### src/rtl/dec_entry_14b.sv
// Digit-serial BCD entry: each accepted digit is folded into a binary
// magnitude as acc*10 + d via two shift-add cycles; the result is held until acknowledged.
module dec_entry_14b #(
  parameter int NDIG = 4,
  parameter int W    = 14
) (
  input  logic         clk,
  input  logic         clr_n,
  input  logic [3:0]   dig,
  input  logic         dig_valid,
  output logic         dig_ready,
  input  logic         neg,
  input  logic         enter,
  input  logic         clear,
  input  logic         result_ack,
  output logic [W-1:0] value,
  output logic         sign,
  output logic [2:0]   digit_cnt,
  output logic         busy,
  output logic         result_valid,
  output logic         err
);

  typedef enum logic [1:0] {ENTRY, MUL, ADD, DONE} state_t;

  localparam logic [2:0] NDIG_C = 3'(NDIG);

  state_t         state_q, state_d;
  logic [W-1:0]   acc_q, acc_d;
  logic [W+3:0]   tmp_q, tmp_d;
  logic [3:0]     digit_q, digit_d;
  logic [2:0]     cnt_q, cnt_d;
  logic           sign_q, sign_d;
  logic           err_q, err_d;
  logic           accept;

  // First half of the x10: acc*8 + digit, kept wide so nothing is lost.
  function automatic logic [W+3:0] mul8_add(input logic [W-1:0] a, input logic [3:0] d);
    return ({4'b0, a} << 3) + {{W{1'b0}}, d};
  endfunction

  // Second half: add acc*2; the parameter rule guarantees the sum fits in W bits.
  function automatic logic [W-1:0] add2_trunc(input logic [W+3:0] t, input logic [W-1:0] a);
    return W'(t + ({4'b0, a} << 1));
  endfunction

  assign dig_ready = (state_q == ENTRY) & ~enter & ~clear;
  assign accept    = dig_valid & dig_ready;

  always_comb begin
    state_d = state_q;
    acc_d   = acc_q;
    tmp_d   = tmp_q;
    digit_d = digit_q;
    cnt_d   = cnt_q;
    sign_d  = sign_q;
    err_d   = 1'b0;
    if (clear) begin
      state_d = ENTRY;
      acc_d   = '0;
      cnt_d   = '0;
      sign_d  = 1'b0;
    end else begin
      case (state_q)
        ENTRY: begin
          if (enter) begin
            // Toggle first, then suppress negative zero.
            sign_d  = (acc_q == '0) ? 1'b0 : (sign_q ^ neg);
            state_d = DONE;
          end else begin
            if (neg) sign_d = ~sign_q;
            if (accept) begin
              if (dig <= 4'd9 && cnt_q < NDIG_C) begin
                digit_d = dig;
                state_d = MUL;
              end else begin
                err_d = 1'b1;
              end
            end
          end
        end
        MUL: begin
          tmp_d   = mul8_add(acc_q, digit_q);
          state_d = ADD;
        end
        ADD: begin
          acc_d   = add2_trunc(tmp_q, acc_q);
          cnt_d   = cnt_q + 3'd1;
          state_d = ENTRY;
        end
        DONE: begin
          if (result_ack) begin
            acc_d   = '0;
            cnt_d   = '0;
            sign_d  = 1'b0;
            state_d = ENTRY;
          end
        end
        default: state_d = ENTRY;
      endcase
    end
  end

  always_ff @(posedge clk or negedge clr_n) begin
    if (!clr_n) begin
      state_q <= ENTRY;
      acc_q   <= '0;
      cnt_q   <= '0;
      sign_q  <= 1'b0;
      err_q   <= 1'b0;
    end else begin
      state_q <= state_d;
      acc_q   <= acc_d;
      cnt_q   <= cnt_d;
      sign_q  <= sign_d;
      err_q   <= err_d;
    end
  end

  // Pure datapath holding registers; only meaningful while in MUL/ADD.
  always_ff @(posedge clk) begin
    tmp_q   <= tmp_d;
    digit_q <= digit_d;
  end

  assign value        = acc_q;
  assign sign         = sign_q;
  assign digit_cnt    = cnt_q;
  assign busy         = (state_q == MUL) | (state_q == ADD);
  assign result_valid = (state_q == DONE);
  assign err          = err_q;

endmodule

### config.mk
export PLATFORM = sky130hd
export DESIGN_NAME = dec_entry_14b
export DESIGN_NICKNAME = d
export VERILOG_FILES = /design/src/rtl/dec_entry_14b.sv
export SDC_FILE = /design/constraint.sdc
export NUM_CORES = 1
export LEC_CHECK = 0
export ABC_AREA = 0
export BUFFER_PORTS_ARGS = -buffer_cell sky130_fd_sc_hd__buf_2
export CORE_ASPECT_RATIO = 0.6
export CORE_MARGIN = 2
export CORE_UTILIZATION = 60
export CTS_CLUSTER_DIAMETER = 40
export CTS_CLUSTER_SIZE = 12
export DETAILED_ROUTE_END_ITERATION = 16
export GPL_TIMING_DRIVEN = 0
export PLACE_DENSITY = 0.83
export SKIP_CTS_REPAIR_TIMING = 1
export SLEW_MARGIN = 10
export SYNTH_ARGS = -nofsm -noshare
export SYNTH_HDL_FRONTEND = slang
export SYNTH_SLANG_ARGS = --single-unit
### constraint.sdc
create_clock -name clk -period 3.9 [get_ports clk]
set_input_delay 0.195 -clock clk [delete_from_list [all_inputs] [get_ports clk]]
set_output_delay 0.195 -clock clk [all_outputs]
set_load 0.01 [all_outputs]
==> key figures, run 1 <==
Critical path
  – Crit path cell chain: ha_1 > inv_1 > fa_1 > nand2b_1 > a21oi_2 > o2111ai_1 > a21o_1 > a32o_1
  – FF-to-FF Start: value[0]
  – Reg2reg end: value[11]
  – CP arrival: approximately 2600 ps
  – R2R cell count: 8
  – Worst R2R Setup Slack: approximately 1500 ps
  – Delay of the slowest cell on the worst path: 470 ps
  – Element type at the critical path end: register
  – Req. time, crit path: around 4000 ps
  – Worst Setup Start Kind: register
  – Crit path max fanout: 5
  – Crit path kind: reg -> reg
  – Slowest CP cell: dfrtp_1

Yosys
  – Xor and xnor area share after synthesis: roughly 7%
  – Top cells by area, synth: edfxtp_1, dfrtp_1, ha_1
  – Top_reg_cell synth: dfrtp_1
  – Synthesized area per cell: 10.79 µm²
  – Seq/Total Area, Yosys: 47.49%
  – Main combinational cell family by area after synthesis: compound AO/OA/AOI/OAI gates
  – Largest area contributor in the netlist: edfxtp_1
  – Net Count, Synth: 240
  – Yosys cell types: 45
  – Synth Area in Compound Gates: 15.16%
  – Synth Area in Simple Gates: between 10% and 20%
  – Synth Area in Adders: 12.04%
  – FFs w/ async S/R, synth: 53.85%
  – Synthesized area: between 2000 and 2500 µm²
  – Post-synthesis register bit count: 39
  – Syn Inst Count: around 210
  – Synth Warn #: 0
  – Synth top area share: 24.08%
  – Post-synthesis mux area share: 1.394%
  – Number of synthesized flops with an enable pin: 18

Timing
  – Final cycle utilization of the critical path: slightly above 60%
  – RSZ-0062 raised after global routing: no
  – Fmax: between 400 and 500 MHz
  – Clock skew: 9.037 ps
  – Relative slew margins: 43.13%
  – Final Setup Violations: 0
  – Max-slew violations: 0
  – Actual slew at the worst max-slew pin: ~850 ps
  – Fin Setup TNS: 0 ps
  – Final min period: 2409 ps
  – WHS: ~68 ps
  – Final hold vios: 0

GRT
  – Largest net degree at the start of global routing: 22
  – Initial antenna violation count: 0
  – Vias in the first global route: about 1,700
  – Global-route wire length before repair: 8431 µm
  – Grt ovf: 0
  – GRT Total Usage: 26.60%

Clock network
  – Root Buffer: clkbuf_8
  – Max Root-Sink Buffers: 2
  – Clock Latency Late Sink: 300 ps
  – Clock sinks: 39
  – Clk slew on worst S/H paths: approximately 90 ps
  – CTS tree: done
  – CTS H-tree lvls: 2
  – CTS Buf Count: 5

Route
  – Vias: 1,737
  – Routed Antenna Nets: 0
  – DRT Wirelength: between 5000 and 6000 µm
  – DR vias/cell: 5.888
  – DRC errors left: 0
  – Initial DRT Pass Iterations: 5
  – DR WL/cell: ~18 µm
  – DRT iter0 DRCs: 145

Layout
  – Area grow syn2layout: 16.16%
  – Final #Nets: 279
  – Most common cell after layout, fill and taps aside: buf_2
  – Fillers: 274
  – Share of layout cells above drive strength 1: between 10% and 20%
  – Cell Count, Final, Fillers Out: 295
  – Commonest cells after routing, fill and taps aside: buf_2, nand2_1, dfrtp_1, ha_1, edfxtp_1
  – Antenna fix cells: 0

Worst hold path
  – WHS Path Cells: 1
  – Worst Hold Class: in -> reg
  – Min-delay src: dig[0]
  – Worst min-delay path endpoint: digit_q[0]

Die
  – Die W: around 83 µm
  – Core Area: between 3000 and 4000 µm²
  – Die ar.: 4262 µm²
  – Starting density of the core: about three fifths
  – Num rows: 17
  – # IOs: 33
  – Die Ht: 51.38 µm

Power
  – Leak: 0.001248 µW
  – Total power: 1393 µW
  – Peak VDD IR: roughly 0.34 mV
  – PD cells: about 530 nW/µm²

Place
  – DP Cell Count: approximately 290
  – GPL Wtd Cong: ~0.9
  – HPWL after DPL: about 3700 µm
  – PortBufs: 31

Outcome
  – Status: finished, final reports clean

Run
  – Maxcap violations: 0
## registers in the layout, summed over array words and instances (netlist names)
name,cells
sign,1
tmp_q,14
digit_cnt,3
err,1
state_q,2
digit_q,4
value,14
## worst max-delay path by stage
stage / cells after the start / slack, ps / to / startpoint
global route: 8 / 1330 / value[11] / value[0]
detailed placement: 8 / 1550 / value[11] / value[0]
finish: 8 / 1490 / value[11] / value[0]
floorplan: 8 / 1820 / value[13] / value[0]
global placement: 8 / 1600 / value[13] / value[0]
CTS: 8 / 1510 / value[11] / value[0]
## where the power goes
group	switching (µW)	total [µW]	internal, µW	leakage, µW
clock	155	411	255	0.0000644
combinational	247	423	175	0.000730
sequential	66.7	560	493	0.000454
## metal layers
metal | track usage (%) | part of all wire (%)
met1 | 38.04 | 48
met2 | 40.73 | 43
met3 | 5.654 | 7.1
met4 | 9.016 | 1.5
met5 | 0 | 0
## metrics by stage
step	util, %	setup WS [ps]	instance area (µm²)
floorplan	-	1822	2245
CTS	71.41	1506	2597
global placement	67.60	1603	2459
global route	71.69	1328	2608
finish	71.69	1491	2608
detailed placement	67.66	1548	2461
## critical path: cells and delay by family, from the launching register on
family	cells	cell delay, ps
AO/OA/AOI/OAI	4	940
adder cells (fa/ha/maj)	2	610
flip-flops	1	470
AND/OR/NAND/NOR	1	220
buffers and inverters	1	70
## cells by family after synthesis
| group | Yosys count |
|---|---|
| mux | 3 |
| buf+inv | 9 |
| flops | 39 |
| fa+ha+maj | 21 |
| xor+xnor | 18 |
| simple gates | 67 |
| compound gates | 51 |
## synthesized netlist by cell type, drive strengths merged (2+ instances only)
cell type and n:
a21o 4, a21oi 12, a22o 4, a31oi 2
and2 3, and3 7, buf 2, dfrtp 21
edfxtp 18, ha 20, inv 6, mux2i 2
nand2 23, nand2b 6, nand3 6, nor2 9
nor2b 2, nor3 4, nor4 2, o211ai 3
o21ai 17, xnor2 6, xor2 12
## final cells by class
class	count	area, µm²	area share [%]
clock buffer	5	68.82	2.639
clock inverter	3	67.56	2.591
sequential	39	1066	40.88
multi-input combinational	160	1139	43.67
buffer	3	20.02	0.7678
inverter	6	22.52	0.8637
tap	47	58.81	2.255
timing repair buffer	32	165.2	6.334
No activity file was read; power rests on OpenSTA's default activity.
==> run 2: changes to the inputs <==
--- a/config.mk
+++ b/config.mk
@@ -9,12 +9,12 @@
 export BUFFER_PORTS_ARGS = -buffer_cell sky130_fd_sc_hd__buf_2
 export CORE_ASPECT_RATIO = 0.6
 export CORE_MARGIN = 2
-export CORE_UTILIZATION = 60
+export CORE_UTILIZATION = 51
 export CTS_CLUSTER_DIAMETER = 40
 export CTS_CLUSTER_SIZE = 12
 export DETAILED_ROUTE_END_ITERATION = 16
 export GPL_TIMING_DRIVEN = 0
-export PLACE_DENSITY = 0.83
+export PLACE_DENSITY = 0.75
 export SKIP_CTS_REPAIR_TIMING = 1
 export SLEW_MARGIN = 10
 export SYNTH_ARGS = -nofsm -noshare
==> constraint.sdc (replaced) <==
create_clock -name clk -period 2 [get_ports clk]
set_input_delay 0.1 -clock clk [delete_from_list [all_inputs] [get_ports clk]]
set_output_delay 0.1 -clock clk [all_outputs]
set_load 0.01 [all_outputs]
==> run 2 against run 1 <==
Net effect:
- final cell count grew 7.5%
- combinational power grew 110%
- critical path depth shrank 2
- sequential cell count is the same
- register-to-register slack lost 1500 ps
- via count grew 0.40%
- setup slack lost 1500 ps
- clock power grew 62%
- die area grew 17%
- highest routed layer unchanged
==> key figures, run 2 (same netlist as run 1, synthesis figures left out) <==
Layout
  – Footprint of the multi-input gates: 1224 µm² (was 1139 µm²)
  – Fillers: 337 (was 274)
  – Post-route cell area: 2766 µm² (was 2608 µm²)
  – Final #Nets: 288 (was 279)
  – Most common cell after layout, fill and taps aside: buf_2 (unchanged)
  – Antenna fix cells: 0 (unchanged)
  – Share of layout cells above drive strength 1: 27.63% (was 19.35%)
  – Commonest cells after routing, fill and taps aside: buf_2, nand2_1, dfrtp_1, edfxtp_1, ha_1 (was buf_2, nand2_1, dfrtp_1, ha_1, edfxtp_1)
  – Area grow syn2layout: 23.24% (was 16.16%)
  – Register area: 1070 µm² (was 1066 µm²)

Timing
  – Actual slew at the worst max-slew pin: 768.3 ps (was 849.3 ps)
  – Fmax: 507.6 MHz (was 415.1 MHz)
  – Max-slew violations: 0 (unchanged)
  – Final hold vios: 0 (unchanged)
  – Final Setup Violations: 0 (unchanged)
  – Final cycle utilization of the critical path: 98.51% (was 61.77%)
  – Setup ws final: 29.85 ps (was 1491 ps)
  – Relative slew margins: 48.55% (was 43.13%)
  – RSZ-0062 raised after global routing: yes (was no)
  – Clock skew: 3.842 ps (was 9.037 ps)
  – Final min period: 1970 ps (was 2409 ps)

Route
  – DR vias/cell: 5.502 (was 5.888)
  – DRC errors left: 0 (unchanged)
  – Routed Antenna Nets: 0 (unchanged)
  – Vias: 1,744 (was 1,737)
  – Initial DRT Pass Iterations: 4 (was 5)
  – DRT Wirelength: 5125 µm (was 5164 µm)
  – DRT iter0 DRCs: 98 (was 145)
  – DR WL/cell: 16.17 µm (was 17.51 µm)

GRT
  – Initial antenna violation count: 0 (unchanged)
  – Global-route wire length before repair: 8335 µm (was 8431 µm)
  – Busiest grt layer: met1 (was met2)
  – Largest net degree at the start of global routing: 22 (unchanged)
  – Grt ovf: 0 (unchanged)
  – GR Util met3: 4.484% (was 5.654%)
  – Met2 usage: 28.78% (was 40.73%)
  – Met1 Use GR: 36.53% (was 38.04%)
  – Vias in the first global route: 1,602 (was 1,682)
  – GRT Total Usage: 22.01% (was 26.60%)

Clock network
  – Root Buffer: clkbuf_8 (unchanged)
  – Clock Latency Late Sink: 300 ps (about the same)
  – Max Root-Sink Buffers: 2 (unchanged)
  – CTS Buf Count: 5 (unchanged)
  – CTS tree: done (unchanged)
  – CTS H-tree lvls: 2 (unchanged)
  – Clk slew on worst S/H paths: 80 ps (was 90 ps)
  – Clock sinks: 39 (unchanged)

Power
  – Peak VDD IR: 0.6614 mV (was 0.3390 mV)
  – Leak: 0.001293 µW (was 0.001248 µW)
  – PD cells: 952.9 nW/µm² (was 534.2 nW/µm²)

Critical path
  – Crit path kind: reg -> reg (unchanged)
  – Delay of the slowest cell on the worst path: 480 ps (was 470 ps)
  – Crit path cell chain: ha_1 > a21oi_1 > nand2_1 > o21ai_2 > nor3b_1 > or3b_1 (was ha_1 > inv_1 > fa_1 > nand2b_1 > a21oi_2 > o2111ai_1 > a21o_1 > a32o_1)
  – Worst R2R Setup Slack: 30 ps (was 1490 ps)
  – R2R cell count: 6 (was 8)
  – Crit path launch: value[7] (was value[0])
  – Element type at the critical path end: register (unchanged)
  – Slowest CP cell: dfrtp_1 (unchanged)
  – CP Capture Point: value[13] (was value[11])
  – Reg2reg end: value[13] (was value[11])
  – FF-to-FF Start: value[7] (was value[0])
  – Worst Setup Start Kind: register (unchanged)
  – Crit path max fanout: 7 (was 5)
  – Req. time, crit path: 2180 ps (was 4100 ps)
  – CP arrival: 2150 ps (was 2610 ps)

Place
  – Placed Area: 2507 µm² (was 2461 µm²)
  – GPL Wtd Cong: 0.8917 (was 0.9054)
  – Place WS: -153.2 ps (was 1548 ps)
  – HPWL after DPL: 3704 µm (was 3739 µm)
  – PortBufs: 31 (unchanged)

Die
  – Num rows: 18 (was 17)
  – Die Ht: 55.39 µm (was 51.38 µm)
  – Die W: 89.65 µm (was 82.96 µm)
  – Starting density of the core: 53.87% (was 61.71%)
  – # IOs: 33 (unchanged)
  – Core Area: 4167 µm² (was 3637 µm²)
  – Die ar.: 4965 µm² (was 4262 µm²)

Run
  – Maxcap violations: 0 (unchanged)

Outcome
  – Status: finished, final reports clean (unchanged)

Worst hold path
  – Worst Hold Class: in -> reg (unchanged)
  – WHS Path Cells: 2 (was 1)
==> run 2: cell types whose count changed in the layout (fill, tap and decap cells not counted), sizes merged <==
cell / before / now
dlygate4sd3: 1 / 5
clkinvlp: 1 / 0
clkinv: 0 / 2
bufinv: 2 / 1
buf: 33 / 38
==> run 2: worst max-delay path: cells and delay by family (launching register included) <==
family / cells / cell delay (ps)
simple gates: 3 / 550
compound gates: 2 / 430
flops: 1 / 480
fa+ha+maj: 1 / 390
==> run 2: worst min-delay path by stage <==
stage	from	to
3_3_place_gp	clr_n	err
3_5_place_dp	clr_n	err
6_report	clear	sign
5_1_grt	clear	sign
4_1_cts	clr_n	err
2_1_floorplan	clr_n	digit_cnt[0]
==> run 2: metal layers <==
metal  up-vias  share of wire (%)  routed length, µm
met1       841                 54               2756
met2        39                 42               2139
met5         -                  0                  0
met3         5                3.8                195
li1        859                  -                  -
met4         0               0.66                 34
==> run 2: cell type report <==
cell class,count,share of cell area (%)
Buffer,3,0.7237
Clock buffer,5,2.488
Clock inverter,3,1.583
Inverter,6,0.8141
Multi-Input combinational cell,160,44.23
Sequential cell,39,38.67
Tap cell,60,2.714
Timing Repair Buffer,41,8.774
==> run 2: stage by stage <==
step | total power (µW) | setup TNS [ps] | util, % | instances | hold slack, ps
2_1_floorplan | 1658 | 0 | - | 208 | -195.6
3_3_place_gp | 1888 | -1790 | 60.12 | 299 | 87.69
3_5_place_dp | 1910 | -347.5 | 60.18 | 299 | 89.54
4_1_cts | 2569 | -477.0 | 62.88 | 307 | -232.5
5_1_grt | 2773 | -140.9 | 66.40 | 317 | 21.60
6_report | 2636 | 0 | 66.40 | 317 | 5.131
==> run 2: report_power, final <==
part / leakage, µW / internal (µW) / switching (µW)
clock network: 0.0000581 / 372 / 296
registers: 0.000449 / 964 / 134
logic: 0.000786 / 387 / 484
total: 0.00129 / 1720 / 914
